==> config.mk <==
export PLATFORM = sky130hd
export DESIGN_NAME = axi_regfile_v2
export DESIGN_NICKNAME = d
export VERILOG_FILES = /design/src/rtl/axi_regfile_v2.sv
export SDC_FILE = /design/constraint.sdc
export NUM_CORES = 1
export LEC_CHECK = 0
export ABC_AREA = 1
export CAP_MARGIN = 30
export CORE_AREA = 2 2 452 454
export CTS_CLUSTER_DIAMETER = 120
export DETAILED_ROUTE_END_ITERATION = 7
export DIE_AREA = 0 0 454 456
export PLACE_DENSITY = 0.39
export SLEW_MARGIN = 0
export SYNTH_ARGS = -nofsm -noshare
export SYNTH_HDL_FRONTEND = slang
export SYNTH_SLANG_ARGS = --single-unit
==> constraint.sdc <==
create_clock -name S_AXI_ACLK -period 29.7 [get_ports S_AXI_ACLK]
set_input_delay 5.94 -clock S_AXI_ACLK [delete_from_list [all_inputs] [get_ports S_AXI_ACLK]]
set_output_delay 5.94 -clock S_AXI_ACLK [all_outputs]
set_load 0.01 [all_outputs]
==> src/rtl/axi_regfile_v2.sv <==
// AXI4-Lite slave register file with read-only and self-clearing register masks,
// SLVERR on illegal accesses, and per-register write/read strobes. The AW and W
// channels are captured independently, so either may arrive first or both together.
// Every AXI output is driven from a flop.
module axi_regfile_v2 #(
  parameter int                  C_S_AXI_DATA_WIDTH = 32,
  parameter int                  NREG               = 16,
  parameter int                  C_S_AXI_ADDR_WIDTH = $clog2(NREG) + 2,
  parameter logic [NREG-1:0]     RO_MASK            = '0,
  parameter logic [NREG-1:0]     SC_MASK            = '0,
  parameter logic [NREG*32-1:0]  RESET_VAL          = '0
) (
  input  logic                            S_AXI_ACLK,
  input  logic                            S_AXI_ARESET,
  input  logic [C_S_AXI_ADDR_WIDTH-1:0]   S_AXI_AWADDR,
  input  logic [2:0]                      S_AXI_AWPROT,
  input  logic                            S_AXI_AWVALID,
  output logic                            S_AXI_AWREADY,
  input  logic [C_S_AXI_DATA_WIDTH-1:0]   S_AXI_WDATA,
  input  logic [C_S_AXI_DATA_WIDTH/8-1:0] S_AXI_WSTRB,
  input  logic                            S_AXI_WVALID,
  output logic                            S_AXI_WREADY,
  output logic [1:0]                      S_AXI_BRESP,
  output logic                            S_AXI_BVALID,
  input  logic                            S_AXI_BREADY,
  input  logic [C_S_AXI_ADDR_WIDTH-1:0]   S_AXI_ARADDR,
  input  logic [2:0]                      S_AXI_ARPROT,
  input  logic                            S_AXI_ARVALID,
  output logic                            S_AXI_ARREADY,
  output logic [C_S_AXI_DATA_WIDTH-1:0]   S_AXI_RDATA,
  output logic [1:0]                      S_AXI_RRESP,
  output logic                            S_AXI_RVALID,
  input  logic                            S_AXI_RREADY,
  output logic [NREG*32-1:0]              slv_reg,
  input  logic [NREG*32-1:0]              slv_read,
  output logic [NREG-1:0]                 slv_wr_pulse,
  output logic [NREG-1:0]                 slv_rd_pulse
);

  localparam int IW = C_S_AXI_ADDR_WIDTH - 2;

  logic          aw_held, w_held;
  logic [IW-1:0] aw_idx, ar_idx;
  logic [31:0]   w_data;
  logic [3:0]    w_strb;
  logic          aw_hs, w_hs, b_hs, ar_hs, r_hs, commit;
  logic          aw_held_n, w_held_n, bvalid_n, rvalid_n;
  logic          wr_legal, ar_legal;
  logic [NREG-1:0] wr_sel, rd_sel;
  logic [31:0]   rd_word;

  // Address bits below the word and the protection attributes carry no meaning here.
  logic unused_bits;
  assign unused_bits = ^{S_AXI_AWADDR[1:0], S_AXI_ARADDR[1:0], S_AXI_AWPROT, S_AXI_ARPROT};

  assign ar_idx = S_AXI_ARADDR[C_S_AXI_ADDR_WIDTH-1:2];

  // Handshakes and next-state of the per-channel held/valid flags.
  always_comb begin
    aw_hs     = S_AXI_AWVALID && S_AXI_AWREADY;
    w_hs      = S_AXI_WVALID && S_AXI_WREADY;
    b_hs      = S_AXI_BVALID && S_AXI_BREADY;
    ar_hs     = S_AXI_ARVALID && S_AXI_ARREADY;
    r_hs      = S_AXI_RVALID && S_AXI_RREADY;
    commit    = aw_held && w_held && !S_AXI_BVALID;
    aw_held_n = (aw_held || aw_hs) && !b_hs;
    w_held_n  = (w_held || w_hs) && !b_hs;
    bvalid_n  = commit || (S_AXI_BVALID && !b_hs);
    rvalid_n  = ar_hs || (S_AXI_RVALID && !r_hs);
  end

  // Address decode: an index with no matching register selects nothing and is illegal.
  always_comb begin
    wr_sel   = '0;
    rd_sel   = '0;
    wr_legal = 1'b0;
    ar_legal = 1'b0;
    rd_word  = '0;
    for (int i = 0; i < NREG; i++) begin
      if (aw_idx == IW'(i) && !RO_MASK[i]) begin
        wr_sel[i] = 1'b1;
        wr_legal  = 1'b1;
      end
      if (ar_idx == IW'(i)) begin
        rd_sel[i] = 1'b1;
        ar_legal  = 1'b1;
        rd_word   = slv_read[32*i +: 32];
      end
    end
  end

  // Write address/data capture, ready generation and write response.
  always_ff @(posedge S_AXI_ACLK or posedge S_AXI_ARESET) begin
    if (S_AXI_ARESET) begin
      aw_held       <= 1'b0;
      w_held        <= 1'b0;
      aw_idx        <= '0;
      w_data        <= '0;
      w_strb        <= '0;
      S_AXI_AWREADY <= 1'b0;
      S_AXI_WREADY  <= 1'b0;
      S_AXI_BVALID  <= 1'b0;
      S_AXI_BRESP   <= 2'b00;
    end else begin
      aw_held       <= aw_held_n;
      w_held        <= w_held_n;
      if (aw_hs) aw_idx <= S_AXI_AWADDR[C_S_AXI_ADDR_WIDTH-1:2];
      if (w_hs) begin
        w_data <= S_AXI_WDATA;
        w_strb <= S_AXI_WSTRB;
      end
      S_AXI_AWREADY <= !aw_held_n && !bvalid_n;
      S_AXI_WREADY  <= !w_held_n && !bvalid_n;
      S_AXI_BVALID  <= bvalid_n;
      if (commit) S_AXI_BRESP <= wr_legal ? 2'b00 : 2'b10;
    end
  end

  // Register array: self-clearing entries fall back to their reset value every cycle
  // unless written on that edge; strobed byte lanes override the fallback.
  always_ff @(posedge S_AXI_ACLK or posedge S_AXI_ARESET) begin
    if (S_AXI_ARESET) begin
      slv_reg      <= RESET_VAL;
      slv_wr_pulse <= '0;
    end else begin
      for (int i = 0; i < NREG; i++) begin
        slv_wr_pulse[i] <= 1'b0;
        if (SC_MASK[i]) slv_reg[32*i +: 32] <= RESET_VAL[32*i +: 32];
        if (commit && wr_sel[i]) begin
          slv_wr_pulse[i] <= 1'b1;
          for (int b = 0; b < 4; b++) begin
            if (w_strb[b]) slv_reg[32*i + 8*b +: 8] <= w_data[8*b +: 8];
          end
        end
      end
    end
  end

  // Read channel: data is sampled on the AR handshake and held until RREADY.
  always_ff @(posedge S_AXI_ACLK or posedge S_AXI_ARESET) begin
    if (S_AXI_ARESET) begin
      S_AXI_ARREADY <= 1'b0;
      S_AXI_RVALID  <= 1'b0;
      S_AXI_RDATA   <= '0;
      S_AXI_RRESP   <= 2'b00;
      slv_rd_pulse  <= '0;
    end else begin
      S_AXI_ARREADY <= !rvalid_n;
      S_AXI_RVALID  <= rvalid_n;
      slv_rd_pulse  <= '0;
      if (ar_hs) begin
        S_AXI_RDATA  <= rd_word;
        S_AXI_RRESP  <= ar_legal ? 2'b00 : 2'b10;
        slv_rd_pulse <= rd_sel;
      end
    end
  end

endmodule

# Word-level counts from Yosys, hierarchy flattened
# Index checks and enable logic that the tools add are counted.
# word_totals
word_cells,312
ramBits,0
memories,0
output_inout_bits,585
regBits,627
input_bits,573
latchBits,0
rom_bits,0
# op_classes
shift,0
n_lt_le_gt_ge,0
reduce_logical,106
div,0
multipliers,0
mux,97
eq_ne,30
n_bitwise,0
add_sub_neg,0
# ops
cell,count
32-bit 2-to-1 mux,16
2-bit AND reduction,64
1-bit 2-to-1 mux,78
"4-bit equality test, second input constant",16
"4-bit by 3-bit equality test with 1-bit output, second input constant",8
1-bit logical AND,29
"4-bit by 2-bit equality test with 1-bit output, second input constant",4
16-bit 2-to-1 mux,1
"4-bit by 1-bit equality test with 1-bit output, second input constant",2
4-bit logical NOT,2
1-bit logical NOT,7
1-bit logical OR,4
2-bit 2-to-1 mux,2

# Logic depth before layout (Yosys ltp)
# logic_depth
depth_word,18
ltp_mapped,15
mapped_depth_nobuf,13

# Worst setup path before layout
# Ideal clock, no wire load.
# synth_timing
kind,input-to-reg
start,input S_AXI_ARADDR[5]
end,register S_AXI_RDATA[10]
slack_ns,22.481
setup_ns,0.117
arrival_ns,7.103
stages,11
cell_sequence,inv_1 > nand2_1 > nor2_2 > clkbuf_1 > nand2_1 > nand2_1 > nand4_1 > nor2_1 > nand3_1 > nand2_1 > nand2_1
# synth_via
elab_chain_cells,17
word_cells_on_any_way,32
# synth_rtl
element,line_no,rtl
"start, declared",26,"input logic [C_S_AXI_ADDR_WIDTH-1:0] S_AXI_ARADDR,"
4-bit logical NOT,84,if (ar_idx == IW'(i)) begin
32-bit 2-to-1 mux (15 in a row),84,
32-bit 2-to-1 mux *,84,
"end signal, assigned",152,S_AXI_RDATA <= rd_word;
"end, declared",30,"output logic [C_S_AXI_DATA_WIDTH-1:0] S_AXI_RDATA,"
# Every way passes the cells marked *; elsewhere a longest branch is shown, timed or not.
# A chain may end at the register's enable or synchronous reset.

# Worst setup path after layout
# layout_timing
start,input S_AXI_ARADDR[4]
end,register S_AXI_RDATA[8]
# Same word-level chain as after synthesis.

==> results.md <==
* Status: completed
* 1st-iter DRT viols at 2288
* Fill cell count at 22400
* Pwr/cell area at 82.7 nW/um2
* Crit path largest cell delay at 630 ps
* Die width at 454 um
* Resize count post-CTS at 0
* First-pass GRT wire length at 236000 um
* Worst hold stages at 1
* Depth of the most critical reg-to-reg path at 5
* Worst-path cell chain: clkdlybuf4s50_1 -> nand2_1 -> nor2_4 -> buf_4 -> nor2_1 -> nand2_1 -> nand4_1 -> nor2_1 -> nand4_1 -> nand2_1 -> nand2_1
* Final wirelength at 178000 um
* Ys Warns at 0
* Setup_tns at 0 ps
* First-pass DRT Iterations at 5
* Initial antenna violation count at 65
* DR DRC count at 0
* Gr usage total at 16.6%
* Max-slew headroom at 34.3%
* Clock tree buffer depth at 3
* Worst-margin pin slew at 986 ps
* Fin. Hold Viols at 0
* Slew Limit Fails at 0
* Sequential share of the synthesized area at 59.4%
* Vias in the first global route at 25800
* Post-Syn Area at 26300 um2
* Crit path arrival time at 9340 ps
* Die area at 207000 um2
* Skew-Pair Late Insertion Delay at 690 ps
* Max FFs per register at 512
* Worst-path fanout max at 51
* Core Box Area at 202000 um2
* Final weighted congestion of routability-driven global placement at 0.963
* Final setup viols at 0
* Largest net degree at the start of global routing at 137
* Top cell type's share of synthesized area at 59.4%
* Layout Cells excl Fill at 7020
* Worst hold path type: flip-flop to flip-flop
* Post-synth cell types at 19
* Kind of critical path: input port to flip-flop
* Required time worst endpoint at 30270 ps
* Post-route ant nets at 0
* CTS root buf: clkbuf_16
* Final Hold Slack at 472 ps
* Area Overhead vs Synth at 66.5%
* DP Cell Count at 6867
* Initial Util at 13.1%
* DP HPWL at 142000 um
* Post-synthesis average cell area at 8.34 um2
* Top cells by area, synth: dfrtp_1 59%, nand2_1 16%, o21ai_0 10%
* Most used cell, CP: nand2_1
* Post-route minimum period at 8770 ps
* Yosys reg bits at 625
* Placement Rows at 165
* Postcts setup bufs at 0
* Htree depth at 3
* Layout cells sized above 1 at 4.85%
* Worst Setup End Kind: flip-flop
* Peak supply drop at 0.0435 mV
* Clock slew at reported path FFs at 60 ps
* Total Power at 3.62 mW
* CTS tree: yes
* DIE HEIGHT at 456 um
* RSZ-0062 raised after global routing: false
* CTS sink cnt at 625
* I/O Pins at 1158
* CTS Hold Bufs at 0
* Lkg Pwr at 18.6 nW
* Setup Skew at 29.2 ps
* Grt ovf at 0
* Critical path depth at 11
* Syn Inst Count at 3158
* Delay-heaviest family, CP: simple AND/OR/NAND/NOR gates
* Port Buf Inserts at 1145
* Slowest stage cell, crit path: buf_4
* Worst setup SP type: input port
* Nets@finish at 4847
* CP Buf/Inv Count at 2
* DR vias/cell at 3.79
* Wire per inst at 25.4 um
* Max frequency at 114 MHz
* DR vias at 26600
* Max-cap violations at 0
* Number of buffers created by CTS at 77
* Final period utilization at 29.5%
* Cell taking the most area after synthesis: dfrtp_1
synth_stat cells (all sizes together):
| cell type | number |
|---|---|
| nand3 | 47 |
| clkinv | 1 |
| o21ai | 550 |
| nor2 | 261 |
| nand4 | 77 |
| inv | 212 |
| conb | 1 |
| nand2 | 1143 |
| clkbuf | 149 |
| dfrtp | 625 |
| nor3 | 9 |
| buf | 27 |
| or2 | 1 |
| a21oi | 24 |
| a22o | 31 |
cells by family (layout without fill, tap and decap cells):
logic type             Yosys count  count (layout)  share of synthesized area [%]
and+or+nand+nor               1538            1538                           23.0
buffers and inverters          389            1563                           5.69
AOI/OAI and AO/OA              605             605                           11.9
DFF                            625             625                           59.4
other                            1              17                         0.0142
layout make-up:
class / instances / area, um2 / area share (%)
clock inverter: 24 / 338 / 0.771
timing repair buffer: 1212 / 12100 / 27.7
multi-input combinational: 2145 / 9260 / 21.1
tap: 2672 / 3340 / 7.63
inverter: 213 / 807 / 1.84
antenna: 15 / 37.5 / 0.0856
clock buffer: 114 / 2290 / 5.22
sequential: 625 / 15600 / 35.7
through the flow:
stage / utilization [%] / cell area (um2) / worst slack, ps
5_1_grt: 21.7 / 43800 / 20730
2_1_floorplan: - / 26300 / 6260
3_5_place_dp: 20.4 / 41200 / 20140
3_3_place_gp: 20.3 / 40900 / 20120
4_1_cts: 21.7 / 43800 / 20910
6_report: 21.7 / 43800 / 20930
per-layer routing:
| layer | GRT usage (%) | up-vias | routed length, um |
|---|---|---|---|
| met5 | 0 | - | 264 |
| met4 | 4.63 | 42 | 5060 |
| met3 | 4.72 | 222 | 13800 |
| met2 | 26.6 | 1007 | 82200 |
| met1 | 21.7 | 13000 | 76800 |
| li1 | - | 12300 | - |
layout by cell type, fill, tap and decap left out, drive strengths merged:
| cell type | netlist | routed |
|---|---|---|
| bufinv | 0 | 5 |
| clkbuf | 149 | 114 |
| conb | 1 | 2 |
| nor2 | 261 | 261 |
| a21oi | 24 | 24 |
| nand3 | 47 | 47 |
| clkdlybuf4s50 | 0 | 1145 |
| a22o | 31 | 31 |
| nand4 | 77 | 77 |
| nor3 | 9 | 9 |
| buf | 27 | 67 |
| inv | 212 | 214 |
| clkinv | 1 | 13 |
| dfrtp | 625 | 625 |
| diode | 0 | 15 |
| nand2 | 1143 | 1143 |
| clkinvlp | 0 | 5 |
| o21ai | 550 | 550 |
| or2 | 1 | 1 |
where the power goes:
| group | switching (mW) | total, mW | internal [mW] |
|---|---|---|---|
| registers | 0.154 | 1.27 | 1.11 |
| clock network | 0.413 | 0.993 | 0.580 |
| logic | 0.768 | 1.37 | 0.598 |
final timing paths:
kind | slack [ps] | end | start
max | 20930 | S_AXI_RDATA[8]$_DFFE_PP0P_ | S_AXI_ARADDR[4]
min | 470 | S_AXI_ARREADY$_DFF_PP0_ | S_AXI_RVALID$_DFF_PP0_
max reg2reg | 26970 | slv_reg[390]$_DFFE_PP0P_ | S_AXI_BVALID$_DFF_PP0_
min reg2reg | 470 | S_AXI_ARREADY$_DFF_PP0_ | S_AXI_RVALID$_DFF_PP0_
max in group asynchronous | 21910 | slv_reg[352]$_DFFE_PP0P_ | S_AXI_ARESET
min in group asynchronous | 5670 | slv_reg[32]$_DFFE_PP0P_ | S_AXI_ARESET
No activity file was read; power rests on OpenSTA's default activity.
